$ cat src/rtl/key_packet_assembler_if.sv
// Packet handshake bundle between the key assembler and the buffer stage.
interface key_packet_assembler_if;
    logic [3:0] pkt_o;
    logic       pkt_valid_o;
    logic       pkt_ready_i;

    modport master (
        output pkt_o,
        output pkt_valid_o,
        input  pkt_ready_i
    );

    modport slave (
        input  pkt_o,
        input  pkt_valid_o,
        output pkt_ready_i
    );
endinterface

$ cat src/rtl/key_packet_assembler.sv
// Debounced pushbutton front-end assembling 4-bit {dest, payload} packets.
// Optional macro KEY_PKT_AUTO_REARM_EN: re-enter COLLECT after each handshake.
module key_packet_assembler #(
    parameter int DEBOUNCE_CYCLES = 16,
    parameter int TIMEOUT_CYCLES  = 1024,
    parameter int PKT_BITS        = 4
) (
    input  logic                          clk,
    input  logic                          rst_n,
    input  logic                          start,
    input  logic                          key1,
    input  logic                          key2,
    key_packet_assembler_if.master        pkt,
    output logic                          busy_o,
    output logic [2:0]                    bit_cnt_o,
    output logic                          err_o
);

    localparam int DW = $clog2(DEBOUNCE_CYCLES + 1);
    localparam int TW = $clog2(TIMEOUT_CYCLES);

    typedef enum logic [1:0] {
        IDLE,
        COLLECT,
        HOLD
    } state_t;

    state_t                state;
    logic [2:0]            raw;
    logic [2:0]            sync1;
    logic [2:0]            sync2;
    logic [2:0]            db;
    logic [2:0]            db_q;
    logic [DW-1:0]         dcnt [3];
    logic [PKT_BITS-1:0]   shreg;
    logic [TW-1:0]         tcnt;
    logic [2:0]            ev;
    logic                  start_ev;
    logic                  k1_ev;
    logic                  k2_ev;
    logic                  key_ev;
    logic                  conflict;
    logic                  accept;
    logic [PKT_BITS-1:0]   next_shreg;

    // Index 0 = start, 1 = key1, 2 = key2
    assign raw = {key2, key1, start};

    always_ff @(posedge clk) begin
        if (!rst_n) begin
            sync1 <= '0;
            sync2 <= '0;
            db    <= '0;
            db_q  <= '0;
            for (int i = 0; i < 3; i++) begin
                dcnt[i] <= '0;
            end
        end else begin
            sync1 <= raw;
            sync2 <= sync1;
            db_q  <= db;
            for (int i = 0; i < 3; i++) begin
                if (sync2[i] != db[i]) begin
                    if (dcnt[i] == DW'(DEBOUNCE_CYCLES - 1)) begin
                        db[i]   <= sync2[i];
                        dcnt[i] <= '0;
                    end else begin
                        dcnt[i] <= dcnt[i] + 1'b1;
                    end
                end else begin
                    dcnt[i] <= '0;
                end
            end
        end
    end

    assign ev       = db & ~db_q;
    assign start_ev = ev[0];
    assign k1_ev    = ev[1];
    assign k2_ev    = ev[2];
    assign key_ev   = k1_ev | k2_ev;
    // A key press is only trusted while the other key is released
    assign conflict = (k1_ev & k2_ev) |
                      (k1_ev & db[2]) |
                      (k2_ev & db[1]);
    assign accept   = key_ev & ~conflict;
    assign next_shreg = {shreg[PKT_BITS-2:0], k1_ev};

    always_ff @(posedge clk) begin
        if (!rst_n) begin
            state           <= IDLE;
            shreg           <= '0;
            tcnt            <= '0;
            bit_cnt_o       <= '0;
            busy_o          <= 1'b0;
            err_o           <= 1'b0;
            pkt.pkt_o       <= '0;
            pkt.pkt_valid_o <= 1'b0;
        end else begin
            err_o <= 1'b0;
            unique case (state)
                IDLE: begin
                    if (start_ev) begin
                        state     <= COLLECT;
                        busy_o    <= 1'b1;
                        shreg     <= '0;
                        bit_cnt_o <= '0;
                        tcnt      <= '0;
                    end
                end
                COLLECT: begin
                    if (start_ev) begin
                        shreg     <= '0;
                        bit_cnt_o <= '0;
                        tcnt      <= '0;
                    end else if (accept) begin
                        shreg     <= next_shreg;
                        bit_cnt_o <= bit_cnt_o + 3'd1;
                        tcnt      <= '0;
                        if (bit_cnt_o == 3'(PKT_BITS - 1)) begin
                            pkt.pkt_o       <= next_shreg;
                            pkt.pkt_valid_o <= 1'b1;
                            state           <= HOLD;
                        end
                    end else begin
                        if (key_ev) begin
                            err_o <= 1'b1;
                        end
                        if (tcnt == TW'(TIMEOUT_CYCLES - 1)) begin
                            err_o     <= 1'b1;
                            state     <= IDLE;
                            busy_o    <= 1'b0;
                            bit_cnt_o <= '0;
                            tcnt      <= '0;
                        end else begin
                            tcnt <= tcnt + 1'b1;
                        end
                    end
                end
                HOLD: begin
                    if (pkt.pkt_valid_o && pkt.pkt_ready_i) begin
                        pkt.pkt_valid_o <= 1'b0;
                        bit_cnt_o       <= '0;
`ifdef KEY_PKT_AUTO_REARM_EN
                        state <= COLLECT;
                        shreg <= '0;
                        tcnt  <= '0;
`else
                        state  <= IDLE;
                        busy_o <= 1'b0;
`endif
                    end
                end
                default: begin
                    state  <= IDLE;
                    busy_o <= 1'b0;
                end
            endcase
        end
    end

endmodule

$ cat src/flat_wrapper.sv
// flat-port wrapper written by rule: the top's interface ports become plain ports
module key_packet_assembler_flat 
#(
    parameter int DEBOUNCE_CYCLES = 16,
    parameter int TIMEOUT_CYCLES  = 1024,
    parameter int PKT_BITS        = 4
)
  (clk, rst_n, start, key1, key2, busy_o, bit_cnt_o, err_o, pkt_pkt_o, pkt_pkt_valid_o, pkt_pkt_ready_i);
  key_packet_assembler_if pkt_i ();
  input  logic clk;
  input  logic rst_n;
  input  logic start;
  input  logic key1;
  input  logic key2;
  output logic busy_o;
  output logic [2:0] bit_cnt_o;
  output logic err_o;
  output wire logic [$bits(pkt_i.pkt_o)-1:0] pkt_pkt_o;
  output wire logic [$bits(pkt_i.pkt_valid_o)-1:0] pkt_pkt_valid_o;
  input wire logic [$bits(pkt_i.pkt_ready_i)-1:0] pkt_pkt_ready_i;
  assign pkt_pkt_o = pkt_i.pkt_o;
  assign pkt_pkt_valid_o = pkt_i.pkt_valid_o;
  assign pkt_i.pkt_ready_i = pkt_pkt_ready_i;
  key_packet_assembler #(.DEBOUNCE_CYCLES(DEBOUNCE_CYCLES), .TIMEOUT_CYCLES(TIMEOUT_CYCLES), .PKT_BITS(PKT_BITS)) u_core (.clk(clk), .rst_n(rst_n), .start(start), .key1(key1), .key2(key2), .pkt(pkt_i), .busy_o(busy_o), .bit_cnt_o(bit_cnt_o), .err_o(err_o));
endmodule
$ cat config.mk
export PLATFORM = sky130hd
export DESIGN_NAME = key_packet_assembler_flat
export DESIGN_NICKNAME = d
export VERILOG_FILES = /design/src/rtl/key_packet_assembler_if.sv /design/src/rtl/key_packet_assembler.sv /design/src/flat_wrapper.sv
export SDC_FILE = /design/constraint.sdc
export NUM_CORES = 1
export LEC_CHECK = 0
export ABC_AREA = 1
export BUFFER_PORTS_ARGS = -buffer_cell sky130_fd_sc_hd__buf_2
export CAP_MARGIN = 20
export CORE_MARGIN = 1.5
export CORE_UTILIZATION = 53
export CTS_BUF_LIST = sky130_fd_sc_hd__clkbuf_16
export CTS_CLUSTER_SIZE = 25
export DETAILED_ROUTE_END_ITERATION = 12
export MAX_ROUTING_LAYER = met4
export PLACE_DENSITY = 0.83
export SLEW_MARGIN = 20
export SYNTH_ARGS = -nofsm -noshare
export SYNTH_HDL_FRONTEND = slang
export SYNTH_SLANG_ARGS = --single-unit
$ cat constraint.sdc
create_clock -name clk -period 1.66 [get_ports clk]
set_input_delay 0.083 -clock clk [delete_from_list [all_inputs] [get_ports clk]]
set_output_delay 0.083 -clock clk [all_outputs]
set_load 0.005 [all_outputs]
== Yosys cells after proc, flatten, opt, wreduce, memory -nomap -nowiden ==
Memory sizes are Yosys's and may differ from the RTL's.
Cells that the tools add are included.
Word-level totals
  register bits: 37
  memory bits (writable): 15
  input port bits: 6
  logic and storage cells: 156
  memories: 1
Memories
  u_core.dcnt: depth 3, width 5, read ports 3, clocked after memory_dff 0, wr ports 3, line key_packet_assembler.sv:34  | logic [DW-1:0] dcnt [3];
Cells by class
  add/sub/neg operators: 5
  equality and inequality tests: 21
  mux-type cells: 77
  bitwise gates (word level): 22
  reduce and logical (&&, ||, !) cells: 16
Operators with widths (count)
  $mux 5: 9
  $mux 1: 44
  $mux 10: 4
  $mux 3: 8
  $pmux 10 s2: 1
  $add 5x1->5 const B: 3
  $eq 5x4->1 const B: 3
  $reduce_and 5->1: 3
  $mux 2: 6
  $or 1x1->1: 12
  $add 10x1->10 const B: 1
  $eq 10x10->1 const B: 1
  $ne 2x1->1 const B: 5
  $pmux 3 s3: 1
  $reduce_and 2->1: 4
  $reduce_and 4->1: 2
  $ne 3x1->1 const B: 2
  $pmux 2 s3: 1
  $pmux 3 s2: 1
  $and 1x1->1: 4
  $ne 2x2->1 const B: 2
  $ne 4x1->1 const B: 1
  $not 1->1: 4
  $reduce_bool 2->1: 2
  other kinds (15): 17

== Depth between registers and ports, before layout ==
Gate-level depths: netlist (run 1).
  word-level depth: 10
  mapped depth: 10
  gate-level depth less buffers: 10

== Worst setup path before layout (run 1) ==
OpenSTA, ideal clock, no wires.
  path kind: reg2reg
  start point: memory u_core.dcnt[0][0] (netlist name)
  end point: memory u_core.dcnt[0][2] (netlist name) (data pin)
  arrival: 1.433 ns
  required time: 1.500 ns
  path slack: 0.068 ns
  cell stages (with the launch flop): 8
  period minus slack after synthesis: 1.592 ns
  cells stage by stage: edfxtp_1 > ha_1 > nand2_1 > nor2_1 > ha_1 > a211oi_1 > o21ai_1 > nor3b_1
RTL lines (line)
  start, declared: key_packet_assembler.sv:34

==> results.py, run 1 <==
metrics = {
    "min_path": {
        "min_path_cells": 4,
        "min_to": "u_core.state[1]",
        "hold_path_class": "in -> reg",
        "hp-start": "pkt_pkt_ready_i",
    },
    "sta": {
        "finalHoldViolCount": 0,
        "post-route-min-period_ns": 1.680,
        "whs_ns": 0.09503,
        "fin_ws_ns": -0.01977,
        "fin_skew_ns": 0.006848,
        "slew_viol_final": 0,
        "finalSetupViolations": 1,
        "setup-tns-final_ns": -0.01977,
        "fmax_mhz": 595.3,
        "rsz0062_at_grt": "true",
        "post-route-period-util": 1.012,
    },
    "status": {
        "violations": "negative setup slack",
        "outcome": "finished with violations",
    },
    "synthesis": {
        "yosys.area.top_type_share": 0.3075,
        "synthCells": 291,
        "synth_area_leader_cell": "dfxtp_1",
        "synth_cell_types": 34,
        "ys_warn_count": 0,
        "yosys_register_bits": 52,
        "ys_seq_area_frac": 0.4945,
        "synth.avg_cell_area_um2": 8.277,
        "synth.area.top_cells": "dfxtp_1 31%, edfxtp_1 19%, nand2_1 7.5%, inv_1 7.3%, nor2_1 6.7%",
        "synth_area_um2": 2409,
    },
    "route": {
        "postRouteAntennaNets": 0,
        "first_pass_iters": 4,
        "route.vias.total": 1955,
        "drtIter0Drc": 119,
        "drc": 0,
        "vias_per_cell": 5.013,
        "totalWireLength_um": 4700,
        "wl_per_cell_um": 12.05,
    },
    "pwr": {
        "power.density_nw_per_um2": 899.5,
        "ir_drop_v": 0.0006705,
        "p_leak_nw": 1.295,
    },
    "cells_and_area": {
        "drive_above_1_share": 0.2249,
        "nets": 352,
        "final_area_um2": 2935,
        "syn_to_final_growth_pct": 21.87,
        "final_cell_mix": "46 x inv_1, 46 x nand2_1, 41 x nor2_1",
        "diodes": 0,
    },
    "floorplanning": {
        "num_io_pins": 16,
        "die_w_um": 70.41,
        "die_y_um": 70.41,
        "rows": 24,
        "dieArea_um2": 4958,
        "fp.coreArea_um2": 4354,
        "start_util": 0.5532,
    },
    "clocking": {
        "clock_sinks": 52,
        "clkLatencyLatePin_ns": 0.29,
        "cts_htree_levels": 2,
        "path_clk_slew_ns": 0.07,
        "cts_tree": "done",
        "cts_buffer_depth": 2,
        "cts_buffers": 5,
        "cts_root_buf": "clkbuf_16",
    },
    "global_routing": {
        "global_route.overflow_total": 0,
        "grt_pass1_wl_um": 7997,
        "grt_max_degree": 22,
        "grt.total_usage": 0.2030,
        "antenna_found_initial": 0,
        "grt_pass1_vias": 1990,
    },
    "setup_path": {
        "r2r_start": "u_core.dcnt[1][1]",
        "setup.worst_path.start": "u_core.dcnt[1][1]",
        "rrSetupSlack_ns": -0.02,
        "crit_fanout": 5,
        "crit_required_ns": 1.80,
        "endpoint_kind": "register",
        "start_kind": "register",
        "crit_type": "reg -> reg",
        "rr_worst_depth": 7,
        "crit_arrival_ns": 1.82,
        "r2r-end": "u_core.dcnt[1][2]",
    },
    "placed_design": {
        "pre_cts_ws_ns": -0.05381,
        "place.gp.congestion": 0.8577,
        "dp_hpwl_um": 3021,
        "numPortBuffers": 15,
        "placed_area_um2": 2628,
    },
    "run": {
        "drv_cap": 0,
    },
}
==> metrics by stage <==
step	total power (W)	util	cells
final	0.002640	0.6741	390
after global routing	0.002709	0.6741	390
after CTS	0.002631	0.6534	385
after detailed placement	0.001461	0.6034	374
after global placement	0.001456	0.6034	374
after floorplan	0.001430	-	305
==> worst max path at each step <==
stage | slack, ns | to
2_1_floorplan | 0.07 | u_core.dcnt[0][2]
3_3_place_gp | 0.03 | u_core.dcnt[0][2]
3_5_place_dp | -0.05 | u_core.dcnt[0][2]
4_1_cts | 0.004 | u_core.dcnt[0][2]
5_1_grt | -0.11 | u_core.dcnt[1][2]
6_report | -0.02 | u_core.dcnt[1][2]
==> worst max-delay path, stage by stage, from the launching register on <==
cell,delay (ns)
edfxtp_1,0.43
ha_2,0.22
nand2_2,0.07
nor2_2,0.05
ha_2,0.21
a211oi_4,0.26
o21ai_4,0.13
nor3b_2,0.16
==> power breakdown <==
part | internal, W | leakage, nW | switching (W)
Combinational | 0.0000466 | 0.756 | 0.0000675
Sequential | 0.00133 | 0.454 | 0.0000178
Clock | 0.000718 | 0.0847 | 0.000461
Total | 0.00209 | 1.29 | 0.000546
==> flip-flops by register name (all words and copies together), names as in the netlist <==
register,flops
u_core.sync1,3
u_core.sync2,3
u_core.err_o,1
u_core.pkt.pkt_valid_o,1
u_core.pkt.pkt_o,4
u_core.db,3
u_core.dcnt,15
u_core.tcnt,10
u_core.bit_cnt_o,3
u_core.state,2
u_core.busy_o,1
u_core.shreg,3
u_core.db_q,3
==> final cells by class <==
type                            instances  area [µm²]
Multi-Input combinational cell        198        1132
Inverter                               52       195.2
Fill cell                             319        1419
Timing Repair Buffer                   28       180.2
Tap cell                               52       65.06
Clock inverter                          3       45.04
Sequential cell                        52        1192
Clock buffer                            5       125.1
==> cell usage after synthesis <==
master	number
nand4_1	4
nand2_4	4
nor2_4	3
nor3b_1	3
conb_1	1
o211ai_1	1
nor2_2	1
xnor2_1	1
edfxtp_1	15
nand3_2	1
a31oi_1	1
nand2_2	7
a21oi_1	16
and3_1	1
ha_1	9
nand4_2	1
nand3_1	14
o21ai_1	2
inv_2	5
o22ai_1	1
a31o_2	1
a21oi_2	1
dfxtp_1	37
o32ai_1	1
a211oi_1	2
nor2_8	1
o21ai_0	10
clkbuf_1	3
o21bai_1	2
inv_1	47
nand2_1	48
xor2_1	2
nor2_1	43
a22oi_1	2
==> kinds of logic after synthesis <==
family / Yosys count / synth area share
AO/OA/AOI/OAI: 40 / 0.09611
XOR/XNOR: 3 / 0.01091
adder cells (fa/ha/maj): 9 / 0.04675
buffers and inverters: 55 / 0.08572
flip-flops: 52 / 0.4945
other: 1 / 0.001557
AND/OR/NAND/NOR: 131 / 0.2644
==> repair_timing <==
item | 4_1_cts | 5_1_grt
endpoints found under the hold margin | 3 | 0
gates resized for setup | 4 | 16
setup buffers | 0 | 5
hold buffers | 3 | 0
pin swaps | 1 | 5
setup endpoints to repair | 7 | 14
==> routing by layer <==
metal	wire, µm	part of all wire	global-route usage	vias to the layer above
li1	-	-	-	1009
met1	2047	0.44	0.2264	911
met2	2495	0.53	0.3543	28
met3	110	0.023	0.03752	7
met4	47	0.010	0.08547	0
met5	0	0	-	-
Power figures use the tool's default switching activity.
==> run 2: changes to the inputs <==
- GPL_TIMING_DRIVEN: unset -> 0
- clock period: 1.66 -> 1.5 ns (I/O delays scaled with it)
==> run 2 against run 1 <==
The run still ends with negative setup slack left. Die area did not move. Register-to-register slack got worse by 0.16 ns. Design area increased by 2.3%. Sequential power rose by 10%. Power grew 4.6%. Clock-buffer cell count unchanged. Maximum frequency rose by 0.29%. Combinational power rose by 18%. Highest routed layer unchanged.
==> results.py, run 2 (same netlist as run 1, synthesis figures left out) <==
metrics = {
    "status": {
        "outcome": "finished with violations",
        "violations": "negative setup slack",
    },
    "route": {
        "vias_per_cell": 5.010,
        "drtIter0Drc": 133,
        "totalWireLength_um": 5091,
        "postRouteAntennaNets": 0,
        "first_pass_iters": 4,
        "route.vias.total": 1999,
        "drc": 0,
        "wl_per_cell_um": 12.76,
    },
    "setup_path": {
        "start_kind": "register",
        "crit_arrival_ns": 1.82,
        "r2r_start": "u_core.dcnt[2][0]",
        "rr_worst_depth": 8,
        "crit_required_ns": 1.65,
        "endpoint_kind": "register",
        "crit_fanout": 5,
        "rrSetupSlack_ns": -0.17,
        "r2r-end": "u_core.dcnt[2][3]",
        "crit_type": "reg -> reg",
    },
    "sta": {
        "whs_ns": 0.08571,
        "post-route-min-period_ns": 1.675,
        "fin_ws_ns": -0.1749,
        "finalSetupViolations": 14,
        "finalHoldViolCount": 0,
        "fin_skew_ns": 0.007760,
        "fmax_mhz": 597.0,
        "setup-tns-final_ns": -1.140,
        "post-route-period-util": 1.117,
        "slew_viol_final": 0,
        "rsz0062_at_grt": "true",
    },
    "placed_design": {
        "place.gp.congestion": 0.7833,
        "dp_hpwl_um": 3017,
        "dpl.cell_count": 372,
        "numPortBuffers": 15,
    },
    "clocking": {
        "clock_sinks": 52,
        "cts_buffer_depth": 2,
        "cts_tree": "done",
        "clkLatencyLatePin_ns": 0.30,
        "path_clk_slew_ns": 0.07,
        "cts_buffers": 5,
        "cts_htree_levels": 2,
        "cts_root_buf": "clkbuf_16",
    },
    "global_routing": {
        "grt_max_degree": 17,
        "grt_pass1_vias": 1865,
        "antenna_found_initial": 0,
        "global_route.overflow_total": 0,
        "grt.total_usage": 0.2126,
        "grt_pass1_wl_um": 8024,
    },
    "cells_and_area": {
        "mostFrequentLayoutCell": "inv_1",
        "final_cells": 399,
        "largestRegisters": "u_core.dcnt x15, u_core.tcnt x10, u_core.pkt.pkt_o x4",
        "final_cell_mix": "46 x inv_1, 45 x nand2_1, 38 x nor2_1",
        "drive_above_1_share": 0.2565,
        "largest_reg_flops": 15,
        "largest-register": "u_core.dcnt",
        "syn_to_final_growth_pct": 24.73,
        "diodes": 0,
        "utilization": 0.6899,
        "nets": 361,
    },
    "pwr": {
        "ir_drop_v": 0.0006814,
        "p_leak_nw": 1.322,
        "pwr-share-clk": 0.411,
        "power_w": 0.002763,
        "power_frac_comb": 0.049,
        "power_frac_seq": 0.540,
        "p_sw_frac": 0.2248,
        "switchingPower_w": 0.0006211,
        "p_int_w": 0.002142,
        "power.density_nw_per_um2": 919.7,
    },
    "min_path": {
        "min_to": "u_core.state[1]",
        "hp-start": "pkt_pkt_ready_i",
        "min_path_cells": 4,
        "hold_path_class": "in -> reg",
    },
    "floorplanning": {
        "num_io_pins": 16,
        "fp.coreArea_um2": 4354,
        "die_w_um": 70.41,
        "dieArea_um2": 4958,
        "rows": 24,
        "die_y_um": 70.41,
        "start_util": 0.5532,
    },
    "run": {
        "drv_cap": 0,
    },
}
==> run 2: per-stage QoR <==
| step | setup slack, ns | area (µm²) |
|---|---|---|
| 6_report | -0.1749 | 3004 |
| 5_1_grt | -0.2747 | 3004 |
| 4_1_cts | -0.09771 | 2918 |
| 3_5_place_dp | -0.2830 | 2614 |
| 3_3_place_gp | -0.1358 | 2614 |
| 2_1_floorplan | -0.006967 | 2474 |
==> run 2: final cells by class <==
| type | count | area, µm² |
|---|---|---|
| sequential | 52 | 1195 |
| buffer | 3 | 11.26 |
| multi-input combinational | 198 | 1169 |
| clock inverter | 3 | 18.77 |
| fill | 297 | 1350 |
| tap | 52 | 65.06 |
| timing repair buffer | 34 | 225.2 |
| clock buffer | 5 | 125.1 |
| inverter | 52 | 195.2 |
==> run 2: power groups by stage <==
stage | combinational (W) | clock (W) | sequential (W)
2_1_floorplan | 0.0000665 | 0 | 0.00152
3_3_place_gp | 0.0000885 | 0 | 0.00152
3_5_place_dp | 0.0000916 | 0 | 0.00152
4_1_cts | 0.000119 | 0.00114 | 0.00149
5_1_grt | 0.000152 | 0.00119 | 0.00149
6_report | 0.000135 | 0.00114 | 0.00149
==> run 2: routing by layer <==
metal  track usage  wire length [µm]  vias to the layer above
li1              -                 -                     1021
met1        0.2262              2139                      921
met2        0.3700              2618                       43
met3       0.05339               200                       14
met4       0.09615               133                        0
met5             -                 0                        -
==> run 2: how the worst max path moves through the flow <==
stage,slack (ns),end,start
5_1_grt,-0.27,u_core.dcnt[2][3],u_core.dcnt[2][0]
4_1_cts,-0.1,u_core.dcnt[2][3],u_core.dcnt[2][1]
3_3_place_gp,-0.14,u_core.dcnt[0][2],u_core.dcnt[0][0]
2_1_floorplan,-0.007,u_core.dcnt[0][2],u_core.dcnt[0][0]
6_report,-0.17,u_core.dcnt[2][3],u_core.dcnt[2][0]
3_5_place_dp,-0.28,u_core.dcnt[0][2],u_core.dcnt[0][0]
==> run 2: critical path: stages, from the launching register on <==
cell and delay (ns):
edfxtp_1 0.41, ha_2 0.21, nand2_2 0.08, nor2_2 0.04, ha_2 0.17, inv_2 0.06, o211ai_1 0.19, o21bai_1 0.24
a21oi_1 0.13
==> run 2: what timing repair did <==
item	CTS	global route
setup endpoints to repair	15	28
hold buffers	3	0
gates resized for setup	15	11
hold endpoints to repair	3	0
pin swaps	3	7
gates cloned	0	0
buffers inserted	11	5
==> run 3: changes to the inputs <==
- CORE_UTILIZATION: 53 -> 55
- PLACE_DENSITY: 0.83 -> unset
- PLACE_DENSITY_LB_ADDON: unset -> 0.05
- clock period: 1.5 -> 1.6 ns (I/O delays scaled with it)
==> run 3 against run 2 <==
The run still ends with negative setup slack left. Largest cell class unchanged. First-iteration DRC count shrank 23%. Sequential power shrank 6%. Power shrank 1.3%. Global-route usage shrank 1.7 points. Clock-buffer cell count is the same. Combinational power shrank 12%. Register-to-register slack gained 0.14 ns. Sequential cell count is the same. Wire length shrank 14%.
==> results.py, run 3 (same netlist as run 1, synthesis figures left out) <==
metrics = {
    "cells_and_area": {
        "utilization": 0.7200,
        "drive_above_1_share": 0.2413,
        "mostFrequentLayoutCell": "inv_1",
        "syn_to_final_growth_pct": 23.01,
        "largest-register": "u_core.dcnt",
        "final_cells": 394,
        "diodes": 0,
        "largestRegisters": "u_core.dcnt x15, u_core.tcnt x10, u_core.pkt.pkt_o x4",
        "final_cell_mix": "46 x inv_1, 45 x nand2_1, 37 x nor2_1, 37 x dfxtp_1, 16 x a21oi_1",
        "largest_reg_flops": 15,
        "nets": 358,
    },
    "setup_path": {
        "crit_arrival_ns": 1.78,
        "endpoint_kind": "register",
        "worstPathCellList": "ha_2, nand2_2, nor2_2, ha_2, a211oi_2, o21ai_2, nor3b_2",
        "crit_required_ns": 1.74,
        "cp_slowest_cell": "edfxtp_1",
        "crit_family": "adder cells",
        "path_buf_inv": 0,
        "crit_type": "reg -> reg",
        "crit_fanout": 5,
        "start_kind": "register",
        "cp_common_cell": "ha_2",
        "cp_slowest_stage_delay_ns": 0.39,
    },
    "clocking": {
        "cts_tree": "done",
        "clkLatencyLatePin_ns": 0.29,
        "clock_sinks": 52,
        "path_clk_slew_ns": 0.07,
        "cts_htree_levels": 2,
        "cts_buffer_depth": 2,
        "cts_root_buf": "clkbuf_16",
        "cts_buffers": 5,
    },
    "global_routing": {
        "global_route.overflow_total": 0,
        "grt_pass1_wl_um": 7555,
        "antenna_found_initial": 0,
        "grt.total_usage": 0.1952,
        "grt_max_degree": 18,
        "grt_pass1_vias": 1868,
    },
    "route": {
        "first_pass_iters": 4,
        "drtIter0Drc": 102,
        "wl_per_cell_um": 11.05,
        "postRouteAntennaNets": 0,
        "drc": 0,
        "vias_per_cell": 4.817,
        "route.vias.total": 1898,
        "totalWireLength_um": 4354,
    },
    "placed_design": {
        "dpl.cell_count": 370,
        "place.gp.congestion": 0.7952,
        "dp_hpwl_um": 2795,
        "numPortBuffers": 15,
        "pre_cts_ws_ns": -0.1607,
    },
    "sta": {
        "fin_skew_ns": 0.003602,
        "fin_ws_ns": -0.03675,
        "rsz0062_at_grt": "true",
        "finalHoldViolCount": 0,
        "post-route-min-period_ns": 1.637,
        "fmax_mhz": 611.0,
        "post-route-period-util": 1.023,
        "whs_ns": 0.1030,
        "finalSetupViolations": 2,
        "slew_viol_final": 0,
    },
    "floorplanning": {
        "rows": 23,
        "num_io_pins": 16,
        "fp.coreArea_um2": 4115,
        "start_util": 0.5853,
        "dieArea_um2": 4785,
        "die_y_um": 69.18,
        "die_w_um": 69.18,
    },
    "min_path": {
        "hold_path_class": "in -> reg",
    },
    "pwr": {
        "power.density_nw_per_um2": 920.8,
        "power_w": 0.002728,
        "ir_drop_v": 0.0008190,
        "p_leak_nw": 1.307,
    },
    "run": {
        "drv_cap": 0,
    },
    "status": {
        "violations": "negative setup slack",
        "outcome": "finished with violations",
    },
}
-- run 3: report_power, final --
part | internal (W) | switching (W)
registers | 0.00138 | 0.0000161
clock network | 0.000743 | 0.000470
logic | 0.0000488 | 0.0000704
-- run 3: metrics by stage --
| stage | setup TNS [ns] | instance area [µm²] |
|---|---|---|
| floorplan | 0 | 2461 |
| global placement | -0.4687 | 2599 |
| detailed placement | -0.7640 | 2599 |
| CTS | 0 | 2880 |
| global route | -0.5966 | 2963 |
| finish | -0.04367 | 2963 |
-- run 3: final cells by class --
cell class                      instances  area [µm²]
Inverter                               52       195.2
Buffer                                  3       11.26
Clock inverter                          3       46.29
Clock buffer                            5       125.1
Tap cell                               50       62.56
Sequential cell                        52        1191
Multi-Input combinational cell        198        1129
Fill cell                             343        1152
Timing Repair Buffer                   31       202.7
-- run 3: timing repair --
item | 4_1_cts | 5_1_grt
hold buffers | 3 | 0
setup buffers | 7 | 6
resized for setup | 6 | 16
setup endpoints to repair | 11 | 13
pin swaps | 3 | 11
hold endpoints to repair | 3 | 0
-- run 3: path summary, 6_finish.rpt --
path	start	endpoint	slack (ns)	depth (start not counted)
setup / recovery	u_core.dcnt[0][1]	u_core.dcnt[0][2]	-0.04	7
hold / removal	pkt_pkt_ready_i	u_core.state[1]	0.10	4
setup reg to reg	u_core.dcnt[0][1]	u_core.dcnt[0][2]	-0.04	7
hold reg to reg	u_core.sync1[0]	u_core.sync2[0]	0.41	2
-- run 3: worst min-delay path: cells and delay by family --
family          cells  cell delay (ns)
buf+inv             1             0.09
compound gates      1             0.06
simple gates        2             0.11
-- run 3: per-layer routing --
layer,vias up,share of wire,GRT usage,wire [µm]
met1,853,0.47,0.2326,2027
met2,19,0.50,0.3280,2176
li1,1020,-,-,-
met4,0,0.015,0.07843,66
met5,-,0,-,0
met3,6,0.019,0.03488,83
